===== src/rtl/rob_commit_stage_pkg.sv =====
// Shared types and constants for the ROB commit stage: the retiring uOP
// bundle, the commit FSM states, and helpers for branch resolution.
package rob_commit_stage_pkg;

    localparam int PRF_W     = 6;
    localparam int ARCH_REGS = 32;
    localparam int PC_W      = 32;
    localparam int ARCH_W    = $clog2(ARCH_REGS);

    typedef struct packed {
        logic              valid;
        logic              committed;
        logic              busy;
        logic [PC_W-1:0]   pc;
        logic              wr_en;
        logic [ARCH_W-1:0] rd_arch;
        logic [PRF_W-1:0]  rd_phys;
        logic [PRF_W-1:0]  old_phys;
        logic              is_branch;
        logic              branch_taken;
        logic              pred_taken;
        logic [PC_W-1:0]   branch_addr;
        logic [PC_W-1:0]   pred_addr;
    } UOPBundle;

    localparam int UOP_W = $bits(UOPBundle);

    typedef enum logic [1:0] {
        ST_RUN,
        ST_WAIT_DS,
        ST_FLUSH,
        ST_RECOVER
    } commit_state_e;

    // A taken branch also mispredicts when it went somewhere other than predicted.
    function automatic logic is_mispredict(input UOPBundle u);
        return u.is_branch &&
               ((u.branch_taken != u.pred_taken) ||
                (u.branch_taken && (u.branch_addr != u.pred_addr)));
    endfunction

    // Not-taken branches resume after the delay slot.
    function automatic logic [PC_W-1:0] branch_target(input UOPBundle u);
        return u.branch_taken ? u.branch_addr : (u.pc + PC_W'(8));
    endfunction

endpackage


===== src/rtl/rob_commit_stage_arat.sv =====
// Architectural rename table: two retire write ports, two walk read ports.
// Resets to the identity mapping arch i -> phys i.
module arat_regfile
    import rob_commit_stage_pkg::*;
(
    input  logic              clk_i,
    input  logic              rst_ni,
    input  logic              we0_i,
    input  logic [ARCH_W-1:0] waddr0_i,
    input  logic [PRF_W-1:0]  wdata0_i,
    input  logic              we1_i,
    input  logic [ARCH_W-1:0] waddr1_i,
    input  logic [PRF_W-1:0]  wdata1_i,
    input  logic [ARCH_W-1:0] raddr0_i,
    input  logic [ARCH_W-1:0] raddr1_i,
    output logic [PRF_W-1:0]  rdata0_o,
    output logic [PRF_W-1:0]  rdata1_o
);

    logic [PRF_W-1:0] map_q [ARCH_REGS];

    // Table update; slot 1 is written last so it wins when both slots hit one entry.
    always_ff @(posedge clk_i or negedge rst_ni) begin
        if (!rst_ni) begin
            for (int i = 0; i < ARCH_REGS; i++) begin
                map_q[i] <= PRF_W'(i);
            end
        end else begin
            if (we0_i) map_q[waddr0_i] <= wdata0_i;
            if (we1_i) map_q[waddr1_i] <= wdata1_i;
        end
    end

    assign rdata0_o = map_q[raddr0_i];
    assign rdata1_o = map_q[raddr1_i];

endmodule


===== src/rtl/rob_commit_stage.sv =====
// Commit stage: retires up to two uOPs per cycle from the ROB head, owns the
// ARAT, returns superseded physical registers, and on a retiring branch
// mispredict waits for the delay slot, flushes, redirects and walks the ARAT.
module rob_commit_stage
    import rob_commit_stage_pkg::*;
(
    input  logic              clk,
    input  logic              rst,
    input  logic              rob_valid,
    output logic              rob_ready,
    input  logic [UOP_W-1:0]  uop0,
    input  logic [UOP_W-1:0]  uop1,
    output logic              free_we0,
    output logic              free_we1,
    output logic [PRF_W-1:0]  free_preg0,
    output logic [PRF_W-1:0]  free_preg1,
    output logic              flush,
    output logic              redirect_valid,
    output logic [PC_W-1:0]   redirect_pc,
    output logic              rec_valid,
    output logic [ARCH_W-1:0] rec_arch0,
    output logic [ARCH_W-1:0] rec_arch1,
    output logic [PRF_W-1:0]  rec_phys0,
    output logic [PRF_W-1:0]  rec_phys1,
    output logic              rec_busy,
    output logic [31:0]       retire_cnt
);

    UOPBundle u0;
    UOPBundle u1;
    assign u0 = uop0;
    assign u1 = uop1;

    commit_state_e     state_q, state_d;
    logic              ds_slot_q, ds_slot_d;
    logic [PC_W-1:0]   tgt_q, tgt_d;
    logic [ARCH_W-1:0] rec_idx_q, rec_idx_d;

    logic              good0, good1_raw;
    logic              ret0, ret1;
    logic              ready_c;
    logic              arat_we0, arat_we1;
    logic              walk_d;
    logic [PRF_W-1:0]  walk_phys0, walk_phys1;

    logic              free_we0_q, free_we1_q;
    logic [PRF_W-1:0]  free_preg0_q, free_preg1_q;
    logic              flush_q, redirect_valid_q;
    logic [PC_W-1:0]   redirect_pc_q;
    logic              rec_valid_q, rec_busy_q;
    logic [ARCH_W-1:0] rec_arch0_q, rec_arch1_q;
    logic [PRF_W-1:0]  rec_phys0_q, rec_phys1_q;
    logic [31:0]       retire_cnt_q;

    // Slot 1 additionally needs slot 0 to be out of the way; that part
    // depends on whether slot 0 retires, so it is folded in below.
    assign good0     = u0.valid && !u0.committed && !u0.busy;
    assign good1_raw = u1.valid && !u1.committed && !u1.busy;

    // Commit FSM state and recovery bookkeeping.
    always_ff @(posedge clk or negedge rst) begin
        if (!rst) begin
            state_q   <= ST_RUN;
            ds_slot_q <= 1'b0;
            tgt_q     <= '0;
            rec_idx_q <= '0;
        end else begin
            state_q   <= state_d;
            ds_slot_q <= ds_slot_d;
            tgt_q     <= tgt_d;
            rec_idx_q <= rec_idx_d;
        end
    end

    // Retire selection and next-state: while waiting for a delay slot only that slot may go.
    always_comb begin
        state_d   = state_q;
        ds_slot_d = ds_slot_q;
        tgt_d     = tgt_q;
        rec_idx_d = rec_idx_q;
        ret0      = 1'b0;
        ret1      = 1'b0;
        ready_c   = (state_q == ST_RUN) || (state_q == ST_WAIT_DS);

        if (rob_valid && ready_c) begin
            if (state_q == ST_RUN || !ds_slot_q) begin
                ret0 = good0;
            end
            if (state_q == ST_RUN || ds_slot_q) begin
                ret1 = good1_raw && (!u0.valid || u0.committed || ret0);
            end
        end

        unique case (state_q)
            ST_RUN: begin
                if (ret0 && is_mispredict(u0)) begin
                    tgt_d = branch_target(u0);
                    if (ret1) begin
                        state_d = ST_FLUSH;
                    end else begin
                        state_d   = ST_WAIT_DS;
                        ds_slot_d = 1'b1;
                    end
                end else if (ret1 && is_mispredict(u1)) begin
                    tgt_d     = branch_target(u1);
                    state_d   = ST_WAIT_DS;
                    ds_slot_d = 1'b0;
                end
            end
            ST_WAIT_DS: begin
                if (ret0 || ret1) begin
                    state_d = ST_FLUSH;
                end
            end
            ST_FLUSH: begin
                state_d   = ST_RECOVER;
                rec_idx_d = '0;
            end
            ST_RECOVER: begin
                if (rec_idx_q == ARCH_W'(ARCH_REGS - 2)) begin
                    state_d   = ST_RUN;
                    rec_idx_d = '0;
                end else begin
                    rec_idx_d = rec_idx_q + ARCH_W'(2);
                end
            end
            default: begin
                state_d = ST_RUN;
            end
        endcase
    end

    assign rob_ready = ready_c;
    assign arat_we0  = ret0 && u0.wr_en && (u0.rd_arch != '0);
    assign arat_we1  = ret1 && u1.wr_en && (u1.rd_arch != '0);
    assign walk_d    = (state_d == ST_RECOVER);

    // Walk reads are addressed with next-cycle's index so the registered
    // restore outputs line up with the RECOVER cycles.
    arat_regfile u_arat (
        .clk_i    (clk),
        .rst_ni   (rst),
        .we0_i    (arat_we0),
        .waddr0_i (u0.rd_arch),
        .wdata0_i (u0.rd_phys),
        .we1_i    (arat_we1),
        .waddr1_i (u1.rd_arch),
        .wdata1_i (u1.rd_phys),
        .raddr0_i (rec_idx_d),
        .raddr1_i ({rec_idx_d[ARCH_W-1:1], 1'b1}),
        .rdata0_o (walk_phys0),
        .rdata1_o (walk_phys1)
    );

    // Registered outputs: free-list returns, retire count, flush/redirect and restore walk.
    always_ff @(posedge clk or negedge rst) begin
        if (!rst) begin
            free_we0_q       <= 1'b0;
            free_we1_q       <= 1'b0;
            free_preg0_q     <= '0;
            free_preg1_q     <= '0;
            flush_q          <= 1'b0;
            redirect_valid_q <= 1'b0;
            redirect_pc_q    <= '0;
            rec_valid_q      <= 1'b0;
            rec_busy_q       <= 1'b0;
            rec_arch0_q      <= '0;
            rec_arch1_q      <= '0;
            rec_phys0_q      <= '0;
            rec_phys1_q      <= '0;
            retire_cnt_q     <= '0;
        end else begin
            free_we0_q       <= arat_we0;
            free_we1_q       <= arat_we1;
            free_preg0_q     <= arat_we0 ? u0.old_phys : '0;
            free_preg1_q     <= arat_we1 ? u1.old_phys : '0;
            flush_q          <= (state_d == ST_FLUSH);
            redirect_valid_q <= (state_d == ST_FLUSH);
            redirect_pc_q    <= (state_d == ST_FLUSH) ? tgt_d : '0;
            rec_valid_q      <= walk_d;
            rec_busy_q       <= walk_d;
            rec_arch0_q      <= walk_d ? rec_idx_d : '0;
            rec_arch1_q      <= walk_d ? {rec_idx_d[ARCH_W-1:1], 1'b1} : '0;
            rec_phys0_q      <= walk_d ? walk_phys0 : '0;
            rec_phys1_q      <= walk_d ? walk_phys1 : '0;
            retire_cnt_q     <= retire_cnt_q + {31'b0, ret0} + {31'b0, ret1};
        end
    end

    assign free_we0       = free_we0_q;
    assign free_we1       = free_we1_q;
    assign free_preg0     = free_preg0_q;
    assign free_preg1     = free_preg1_q;
    assign flush          = flush_q;
    assign redirect_valid = redirect_valid_q;
    assign redirect_pc    = redirect_pc_q;
    assign rec_valid      = rec_valid_q;
    assign rec_busy       = rec_busy_q;
    assign rec_arch0      = rec_arch0_q;
    assign rec_arch1      = rec_arch1_q;
    assign rec_phys0      = rec_phys0_q;
    assign rec_phys1      = rec_phys1_q;
    assign retire_cnt     = retire_cnt_q;

endmodule


===== config.mk =====
export PLATFORM = sky130hd
export DESIGN_NAME = rob_commit_stage
export DESIGN_NICKNAME = d
export VERILOG_FILES = /design/src/rtl/rob_commit_stage_pkg.sv /design/src/rtl/rob_commit_stage_arat.sv /design/src/rtl/rob_commit_stage.sv
export SDC_FILE = /design/constraint.sdc
export NUM_CORES = 1
export LEC_CHECK = 0
export CAP_MARGIN = 20
export CORE_AREA = 3 3 203 205
export CTS_BUF_LIST = sky130_fd_sc_hd__clkbuf_16
export CTS_CLUSTER_SIZE = 24
export DETAILED_ROUTE_END_ITERATION = 6
export DIE_AREA = 0 0 206 208
export PLACE_DENSITY = 0.77
export SYNTH_ARGS = -nofsm -noshare
export SYNTH_HDL_FRONTEND = slang
export SYNTH_SLANG_ARGS = --single-unit

===== constraint.sdc =====
create_clock -name clk -period 3.2 [get_ports clk]
set_input_delay 0.8 -clock clk [delete_from_list [all_inputs] [get_ports clk]]
set_output_delay 0.8 -clock clk [all_outputs]
set_load 0.01 [all_outputs]

==> impl_metrics.csv <==
group,metric,value,unit
run_status,status,"complete, no violations",
power,swShare,35.6,%
placed_design,place_area,24600,sq um
floorplan,rows,73,
drt,routed_via_density,5.88,
sta,worst_slew_pin_slew,0.995,ns
cts,h-tree-depth,2,
sta,max_slew_margin,33.1,%
synth,synthCells,2051,
synth,synth_fp_nets,2299,
drt,wl_per_cell,22.7,um
floorplan,pin_count,348,
sta,setup_viol,0,
setup_path,critPathCapture,"retire_cnt[28]",
power,clock_power_share,30.6,%
placed_design,detailed_place_hpwl,52.5,mm
global_route,grt_pass1_vias,18300,
sta,hold-worst-slack,0.140,ns
sta,hold_violations,0,
global_route,grt_use_total,32.1,%
setup_path,r2r_start,"state_q[0]",
setup_path,cp-startpoint,"rob_valid",
cts,cts_num_sinks,329,
setup_path,required,3.61,ns
power,ir_drop,0.372,mV
floorplan,core,39600,sq um
cts,clk_latency,0.53,ns
drt,vias,18200,
cts,cts_tree,"done",
setup_path,path_class,"input port to flop",
setup_path,crit_path_start_kind,"input port",
setup_path,reg2reg_depth,14,
synth,async_flop_share,100,%
setup_path,endpoint_kind,"flop",
global_route,grt_remaining_overflow,0,
cts,cts_root_buf,"clkbuf_16",
drt,drc,0,
synth,ys_warn_count,0,
floorplan,die-area,42800,sq um
layout,area_delta_synth_final,36.5,%
setup_path,critPathArrivalTime,3.57,ns
power,power.switching,4.85,mW
cts,numCtsBuffers,37,
synth,synthFlopType,"dfrtp_1",
synth,ys_ff_latch,329,
floorplan,start_util,47.9,%
placed_design,gp_congestion,0.947,
power,combPwrFrac,34.4,%
cts,clk_path_buf_depth,3,
floorplan,die_x,206,um
sta,fin_skew,0.0240,ns
synth,synth_cell_type_count,73,
sta,tns,0,ns
layout,final_common_cell,"clkdlybuf4s50_1",
global_route,antenna_found_initial,3,
power,power_density,526,nW/um^2
sta,min_period_over_period,98.7,%
setup_path,crit_path_max_fanout,3,
drt,ant_nets,0,
floorplan,fp.dieH,208,um
power,intPower,8.76,mW
job,maxCapViolCount,0,
drt,dr.first_iter.drc_count,1838,
layout,fin_nets,2782,
sta,clock.fmax,317,MHz
synth,postSynthAreaPerCell,9.25,sq um
placed_design,place_inst,3016,
drt,firstDrtPassIters,6,
layout,final_cell_mix,"clkdlybuf4s50_1 (342), dfrtp_1 (249), nand2_1 (234)",
sta,fin_crit,3.16,ns
synth,seq_area_frac_synth,43.9,%
setup_path,r2r_end,"retire_cnt[28]",
placed_design,portBuffers,347,
global_route,grt_pass1_wl,107,mm
setup_path,reg2reg_slack,0.13,ns
hold_path,hold_path_class,"input port to async pin",
global_route,grt_max_degree,83,
power,power.leakage,10.9,nW
cts,path_clk_slew,0.06,ns
synth,netlist_area,19000,sq um
layout,drive_gt1_share,17.3,%
cts,cts_hold_buf,0,
layout,instances_no_fill,3087,
layout,design_area,25900,sq um
synth,synth-edff-count,0,
sta,drv_slew,0,
power,seq_power_share,35.1,%
drt,routed_wl,70.0,mm
power,power,13.6,mW
cell families after synthesis:
kind of cell | Yosys count | share of synthesized area, %
compound gates | 409 | 13.2
xor+xnor | 145 | 6.69
simple gates | 740 | 18.4
flops | 329 | 43.9
mux | 237 | 13.3
fa+ha+maj | 5 | 0.369
buf+inv | 186 | 4.08
worst max-delay path: stages:
cell	delay, ns
clkdlybuf4s50_1	0.44
nor2b_1	0.18
nand3_2	0.13
nor2_4	0.16
clkinv_4	0.06
fa_2	0.45
inv_2	0.11
ha_4	0.14
nand2_2	0.08
nor3_4	0.22
and3_4	0.22
nor2b_4	0.15
and3_4	0.22
nand2_2	0.07
xnor2_2	0.13
flip-flops by register name (all words and copies together), names as in the netlist, 2 cells and up:
signal        cells
free_preg0        6
free_preg1        6
rec_arch0         2
rec_arch1         4
rec_idx_q         5
rec_phys0         6
rec_phys1         6
redirect_pc      32
retire_cnt       32
state_q           2
tgt_q            32
u_arat.map_q    192
power groups by stage:
stage / logic (mW) / clock network (mW) / registers, mW
6_report: 4.68 / 4.16 / 4.77
5_1_grt: 4.93 / 4.37 / 4.80
4_1_cts: 4.57 / 4.20 / 4.77
3_5_place_dp: 4.56 / 0 / 4.83
3_3_place_gp: 4.47 / 0 / 4.81
2_1_floorplan: 2.36 / 0 / 4.81
area by class of cell:
cell class                 instances  area, sq um
antenna                            1         2.50
clock buffer                      38          951
clock inverter                    28          216
fill                            3119        13800
inverter                          34          133
multi-input combinational       1536         9990
sequential                       329         8330
tap                              525          657
timing repair buffer             596         5610
cell usage after synthesis (all sizes together) (59+ instances only):
cell type | n | area share, %
dfrtp | 249 | 33
nand2 | 238 | 4.7
mux2i | 223 | 12
nor2 | 203 | 4.1
a21oi | 141 | 3.7
o21ai | 102 | 2.7
clkbuf | 97 | 1.9
xor2 | 86 | 4.0
dfstp | 80 | 11
nand3 | 68 | 1.8
a211oi | 59 | 2.5
xnor2 | 59 | 2.7
metrics by stage:
stage,worst slack (ns),util (%)
after floorplan,0.00272,-
after detailed placement,-0.638,62.0
after global placement,-0.602,62.0
after CTS,0.0160,65.0
after global routing,-0.0678,65.3
final,0.0431,65.3
layer usage:
layer | track usage (%) | routed length [um] | up-vias
li1 | - | - | 8206
met1 | 41.4 | 26900 | 8765
met2 | 53.5 | 33700 | 998
met3 | 6.27 | 6200 | 190
met4 | 12.0 | 3180 | 4
met5 | 0 | 27 | -
how the worst min path moves through the flow:
stage | endpoint | cells past startpoint
detailed placement | u_arat.map_q[191] | 0
CTS | ds_slot_q | 1
global route | u_arat.map_q[165] | 1
floorplan | u_arat.map_q[191] | 1
finish | u_arat.map_q[150] | 1
global placement | u_arat.map_q[191] | 0
timing repair:
action                     CTS  global route
setup endpoints to repair    9            58
pin swaps                    0             9
buffers inserted             0             3
resized for setup            4            24
Power figures use the tool's default switching activity.
